**src/rtl/uart_pkg.sv**
```systemverilog
// Shared types and constants for the UART transmit scheduler slice.
package uart_pkg;
   localparam int DATA_W_DEF = 8;
   localparam int GAP_W      = 8;

   typedef enum logic [2:0] {
      IDLE  = 3'd0,
      LOAD  = 3'd1,
      START = 3'd2,
      WAIT  = 3'd3,
      GAP   = 3'd4
   } sched_state_t;
endpackage

```
**src/rtl/rr_arb2.sv**
```systemverilog
// Two-way round-robin arbiter; pri points at the requester favoured next.
module rr_arb2 (
   input  logic       clk,
   input  logic       reset,
   input  logic [1:0] valid,
   input  logic       en,
   output logic [1:0] grant,
   output logic       pri
);

   // Grant the favoured requester if valid, otherwise the other one.
   always_comb begin
      grant = 2'b00;
      if (en) begin
         if (pri == 1'b0) begin
            grant[0] = valid[0];
            grant[1] = valid[1] & ~valid[0];
         end else begin
            grant[1] = valid[1];
            grant[0] = valid[0] & ~valid[1];
         end
      end else begin
         grant = 2'b00;
      end
   end

   // After a grant the loser becomes favoured; otherwise hold.
   always_ff @(posedge clk) begin
      if (reset) begin
         pri <= 1'b0;
      end else if (grant[0]) begin
         pri <= 1'b1;
      end else if (grant[1]) begin
         pri <= 1'b0;
      end else begin
         pri <= pri;
      end
   end

endmodule

```
**src/rtl/uart_tx_sched.sv**
```systemverilog
// Arbitrates two byte producers onto the TX FIFO and paces FIFO pops into
// the serializer, one frame in flight, with a programmable idle gap.
module uart_tx_sched
   import uart_pkg::*;
#(
   parameter int DATA_W  = DATA_W_DEF,
   parameter int GAP_CYC = 0
) (
   input  logic              clk,
   input  logic              reset,
   input  logic              req0_valid,
   input  logic [DATA_W-1:0] req0_data,
   output logic              req0_ready,
   input  logic              req1_valid,
   input  logic [DATA_W-1:0] req1_data,
   output logic              req1_ready,
   input  logic              fifo_full,
   input  logic              fifo_empty,
   output logic              fifo_wr,
   output logic [DATA_W-1:0] fifo_wdata,
   output logic              fifo_rd,
   input  logic [DATA_W-1:0] fifo_rdata,
   output logic              tx_start,
   output logic [DATA_W-1:0] tx_din,
   input  logic              tx_done_tick,
   output logic              busy
);

   localparam logic             HAS_GAP  = (GAP_CYC != 0);
   localparam logic [GAP_W-1:0] GAP_LOAD = HAS_GAP ? GAP_W'(GAP_CYC - 1) : '0;

   logic [1:0]       grant_s;
   logic             pri_s;
   sched_state_t     state_r, state_next_s;
   logic [GAP_W-1:0] gap_r, gap_next_s;
   logic             pop_s;

   rr_arb2 u_arb (
      .clk   (clk),
      .reset (reset),
      .valid ({req1_valid, req0_valid}),
      .en    (~fifo_full),
      .grant (grant_s),
      .pri   (pri_s)
   );

   assign req0_ready = grant_s[0];
   assign req1_ready = grant_s[1];
   assign fifo_wr    = grant_s[0] | grant_s[1];
   assign fifo_wdata = grant_s[1] ? req1_data : req0_data;
   // Pop is only ever issued from IDLE; masking with reset keeps it quiet
   // while the shared FIFO controller is itself being cleared.
   assign fifo_rd    = pop_s & ~reset;

   // Frame pacing: next state, gap counter and pop decision.
   always_comb begin
      state_next_s = state_r;
      gap_next_s   = gap_r;
      pop_s        = 1'b0;
      case (state_r)
         IDLE: begin
            if (!fifo_empty) begin
               pop_s        = 1'b1;
               state_next_s = START;
            end else begin
               state_next_s = IDLE;
            end
         end
         START: state_next_s = WAIT;
         WAIT: begin
            if (tx_done_tick) begin
               if (HAS_GAP) begin
                  state_next_s = GAP;
                  gap_next_s   = GAP_LOAD;
               end else begin
                  state_next_s = IDLE;
               end
            end else begin
               state_next_s = WAIT;
            end
         end
         GAP: begin
            if (gap_r == {GAP_W{1'b0}}) begin
               state_next_s = IDLE;
            end else begin
               gap_next_s = gap_r - {{(GAP_W-1){1'b0}}, 1'b1};
            end
         end
         default: state_next_s = IDLE;
      endcase
   end

   // State, counter and registered transmitter-facing outputs.
   always_ff @(posedge clk) begin
      if (reset) begin
         state_r  <= IDLE;
         gap_r    <= {GAP_W{1'b0}};
         tx_din   <= {DATA_W{1'b0}};
         tx_start <= 1'b0;
         busy     <= 1'b0;
      end else begin
         state_r  <= state_next_s;
         gap_r    <= gap_next_s;
         tx_start <= (state_next_s == START);
         busy     <= (state_next_s != IDLE);
         if (pop_s) begin
            tx_din <= fifo_rdata;
         end
      end
   end

endmodule

```
**config.mk**
```make
export PLATFORM = sky130hd
export DESIGN_NAME = uart_tx_sched
export DESIGN_NICKNAME = d
export VERILOG_FILES = /design/src/rtl/uart_pkg.sv /design/src/rtl/rr_arb2.sv /design/src/rtl/uart_tx_sched.sv
export SDC_FILE = /design/constraint.sdc
export NUM_CORES = 1
export LEC_CHECK = 0
export ABC_CLOCK_PERIOD_IN_PS = 2000
export BUFFER_PORTS_ARGS = -buffer_cell sky130_fd_sc_hd__buf_2
export CORE_ASPECT_RATIO = 0.9
export CORE_UTILIZATION = 44
export CTS_CLUSTER_DIAMETER = 100
export CTS_CLUSTER_SIZE = 24
export DETAILED_ROUTE_END_ITERATION = 16
export GPL_TIMING_DRIVEN = 1
export PLACE_DENSITY = 0.77
export SYNTH_ARGS = -nofsm -noshare
export SYNTH_HDL_FRONTEND = slang
export SYNTH_SLANG_ARGS = --single-unit
```
**constraint.sdc**
```tcl
create_clock -name clk -period 2 [get_ports clk]
set_input_delay 0.2 -clock clk [delete_from_list [all_inputs] [get_ports clk]]
set_output_delay 0.2 -clock clk [all_outputs]
set_load 0.05 [all_outputs]
```
**After elaboration in Yosys (flattened, before gate mapping)**

Index checks and enable logic that the tools add are counted.

- Muxes and demuxes: 11
- Bitwise operators: 8
- Equality and inequality tests: 4
- Reduce and logical (&&, ||, !) cells: 5
- Add/sub/neg operators: 1

Operators by type and width:

| kind | count |
|---|---|
| case mux 3 bit (4 select lines) | 1 |
| equality test 3 x 2 -> 1 bit (second input constant) | 3 |
| zero test 8 bit | 1 |
| 2-to-1 mux 2 bit | 4 |
| 2-to-1 mux 8 bit | 1 |
| subtractor 8 x 1 -> 8 bit (second input constant) | 1 |
| 2-to-1 mux 1 bit | 4 |
| NOT 1 bit | 4 |
| AND 1 bit | 3 |
| equality test 3 bit (second input constant) | 1 |
| zero test 3 bit | 1 |
| 2-to-1 mux 3 bit | 1 |
| nonzero test 3 bit | 1 |
| AND reduction 2 bit | 1 |
| nonzero test 2 bit | 1 |
| bitwise OR 1 bit | 1 |

- Bits of input ports: 31
- Flip-flop bits (word level): 22
- Word-level logic and storage cells: 35
- Output and inout port bits: 22

**Depth between registers and ports, before layout**

- Depth in word-level cells: 6
- Depth in mapped cells: 5

**Modules after synthesis**

From an unflattened synthesis, not the netlist that was laid out.

- Cell total of the unflattened synthesis: 113
- Area, all modules: 1067.3 um^2

Modules (own cells, without submodules):

| module | area each (um^2) | sequential area each (um^2) | cells each | instances |
|---|---|---|---|---|
| uart_tx_sched | 1012.2 | 420.4 | 105 | 1 |
| rr_arb2 | 55.1 | 20.0 | 8 | 1 |

**Least setup slack after synthesis**

OpenSTA, ideal clock, no wires.

- Path type: register -> output
- Start: register u_arb.pri
- End: output port fifo_wdata[0]
- Buffers on the path: 1
- Data required time: 1800 ps
- Stages on the path, launching flop included: 5
- Slack: 30 ps
- Data arrival time: 1770 ps
- Cells stage by stage: dfxtp_1 > nand2b_1 > and3_1 > clkbuf_1 > mux2_2

- Longest elaborated chain between the ends: 3

RTL lines:

| what | line | text |
|---|---|---|
| from (decl) | rr_arb2.sv:8 | `output logic pri` |
| from (signal assigned) | rr_arb2.sv:36 | `pri <= pri;` |
| 2-to-1 mux 2 bit | rr_arb2.sv:15 | `if (pri == 1'b0) begin` |
| 2-to-1 mux 2 bit | rr_arb2.sv:14 | `if (en) begin` |
| named net req1_ready | uart_tx_sched.sv:16 | `output logic req1_ready,` |
| 2-to-1 mux 8 bit | uart_tx_sched.sv:50 | `assign fifo_wdata = grant_s[1] ? req1_data : req0_data;` |
| to (decl) | uart_tx_sched.sv:20 | `output logic [DATA_W-1:0] fifo_wdata,` |

The timed path passes the listed nets, and every way through them passes these cells.

**Final worst setup path**

- Start: register u_arb.pri
- End: output port fifo_wdata[5]

- Longest elaborated chain between the ends: 3

RTL lines:

| what | line |
|---|---|
| 2-to-1 mux 2 bit | rr_arb2.sv:15 |
| 2-to-1 mux 2 bit | rr_arb2.sv:14 |
| 2-to-1 mux 8 bit | uart_tx_sched.sv:50 |

No other way between the ends.

==> impl_metrics.json <==
{
  "status": "finished, final reports clean",
  "path_class": "reg -> out",
  "synth.area.top_cells": "dfxtp_1, mux2_2, mux2i_1",
  "clkSlewWorstSetupHoldPaths_ns": 0.12,
  "syn_nets": 147,
  "cts_resized": 0,
  "synth_cells": 114,
  "slew_viol_final": 0,
  "drv_cap": 0,
  "rows": 16,
  "cts_buffers": 3,
  "avgSynthCellArea_sq_um": 9.384,
  "hp-class": "in -> reg",
  "postCtsSetupRepairBufs": 0,
  "totalNegativeSetupSlack_ns": 0,
  "path_max_fanout": 9,
  "p_leak_nw": 0.6734,
  "htree_levels": 1,
  "worstSetupStartpointType": "flop",
  "core_area_sq_um": 2242,
  "yosys_warnings": 0,
  "cts_hold_buffers": 0,
  "async_flop_share_pct": 0,
  "yosysTopAreaCell": "dfxtp_1",
  "grtUsageTotal_pct": 19.36,
  "final_common_cell": "buf_2",
  "yosysSeqAreaShare_pct": 41.17,
  "totalWireLength_microns": 2339,
  "io_pins": 53,
  "wire_per_inst_microns": 11.99,
  "clock_skew_ns": 0.001450,
  "nets": 202,
  "period_share_pct": 93.59,
  "drt_iter0_drc": 15,
  "drc_errors": 0,
  "cp.arrival_ns": 1.67,
  "clkLatencyLatePin_ns": 0.31,
  "irDropWorstVdd_v": 0.0005193,
  "clockBufferDepth": 2,
  "die_width_microns": 53.98,
  "firstDrtPassIters": 4,
  "gp_congestion": 0.9025,
  "synth_edf_count": 0,
  "filler_cell_count": 196,
  "max_slew_margin_pct": 54.19,
  "globalRouteOverflowTotal": 0,
  "cts_root_buffer": "clkbuf_4",
  "placed_area_sq_um": 1369,
  "viasPerCell": 5.185,
  "finalInstanceArea_sq_um": 1428,
  "cp-end-kind": "output pin",
  "power_density_nw_per_um2": 735.3,
  "setup_viol": 0,
  "grt_pass1_wl_microns": 3698,
  "worst_ep_required_time_ns": 1.80,
  "yosysUniqueCellTypes": 31,
  "grt_start_max_net_pins": 27,
  "mostFrequentLayoutCells": "buf_2, dfxtp_1, nor2_1, mux2_2, mux2i_1",
  "place_ws_ns": 0.1190,
  "yosysTopAreaCellShare_pct": 41.17,
  "fmaxAchievable_mhz": 534.3,
  "post-dp-hpwl_microns": 1796,
  "cts_tree": "done",
  "ant_nets": 0,
  "io_buffers": 52,
  "syn_to_final_growth_pct": 33.45,
  "finalCriticalPeriod_ns": 1.872,
  "dieArea_sq_um": 2633,
  "final_hold_viol_count": 0,
  "ys_seq_elements": 22,
  "grt_pass1_vias": 929,
  "synth_flop_cell": "dfxtp_1",
  "diodes": 0,
  "rsz0062_at_grt": "false",
  "start_util_pct": 47.71,
  "fin_ws_ns": 0.1283,
  "vias": 1011,
  "clock_sinks": 22,
  "synthesis.area_sq_um": 1070,
  "die_y_microns": 48.78,
  "drive_above_1_share_pct": 46.43,
  "antenna_found_initial": 0,
  "tightest_slew_ns": 0.6775
}
-- final cells by class --
type	count	area, sq um	share of cell area [%]
multi-input combinational	83	606.8	42.51
sequential	22	440.4	30.85
clock inverter	1	30.03	2.103
tap	27	33.78	2.366
clock buffer	3	22.52	1.578
timing repair buffer	54	275.3	19.28
inverter	5	18.77	1.315
-- registers in the layout, indices dropped and copies added (netlist names) --
| register | cells |
|---|---|
| state_r | 3 |
| gap_r | 8 |
| tx_din | 8 |
| busy | 1 |
| tx_start | 1 |
| u_arb.pri | 1 |
-- cell usage after synthesis, types with 2 or more instances --
| master | count |
|---|---|
| dfxtp_1 | 22 |
| a211oi_1 | 4 |
| and3_1 | 2 |
| clkbuf_1 | 3 |
| or2_2 | 2 |
| nor2_1 | 21 |
| mux2i_1 | 8 |
| nor2b_1 | 6 |
| a21oi_1 | 5 |
| inv_1 | 5 |
| or4_1 | 2 |
| mux2_2 | 12 |
| ha_1 | 2 |
| nor4_1 | 3 |
-- routing by layer --
layer	GRT usage, %	vias to the layer above	wire length (microns)
li1	-	512	-
met1	20.27	456	950
met2	34.98	41	1234
met3	4.050	2	127
met4	9.402	0	27
met5	0	-	0
-- per-stage QoR --
| stage | hold WS [ns] | total power, mW | util [%] | std cells |
|---|---|---|---|---|
| 2_1_floorplan | 0.3152 | 0.6499 | - | 114 |
| 3_3_place_gp | 0.4339 | 0.7152 | 61.05 | 191 |
| 3_5_place_dp | 0.4467 | 0.7199 | 61.05 | 191 |
| 4_1_cts | 0.1051 | 1.058 | 63.39 | 195 |
| 5_1_grt | 0.09367 | 1.094 | 63.67 | 195 |
| 6_report | 0.1131 | 1.050 | 63.67 | 195 |
-- path summary, 6_finish.rpt --
path                            cells past startpoint            end       start  slack [ns]
worst max-delay path                                4  fifo_wdata[5]   u_arb.pri        0.13
worst min-delay path                                2      u_arb.pri  req1_valid        0.11
worst max register to register                      5       gap_r[4]    gap_r[0]        0.16
worst min register to register                      2      tx_din[1]   tx_din[1]        0.50
-- where the power goes --
part	leakage (nW)	switching, mW	total (mW)	internal [mW]
registers	0.180	0.0103	0.467	0.456
logic	0.466	0.165	0.243	0.0781
clock network	0.0279	0.138	0.340	0.202
total	0.673	0.313	1.05	0.737
-- logic make-up (layout without fill, tap and decap cells) --
logic type	count (synthesis)	after routing	share of synthesized area (%)
buf+inv	9	63	3.275
simple gates	45	45	22.93
flops	22	22	41.17
mux	20	20	20.12
fa+ha+maj	2	2	2.339
compound gates	16	16	10.18
-- critical path, cell delays in order (launching register included) --
cell,delay (ns)
dfxtp_1,0.39
nand2b_1,0.11
and3_2,0.30
mux2_2,0.36
buf_2,0.21
Note: power is estimated with default switching activity, not from simulation.
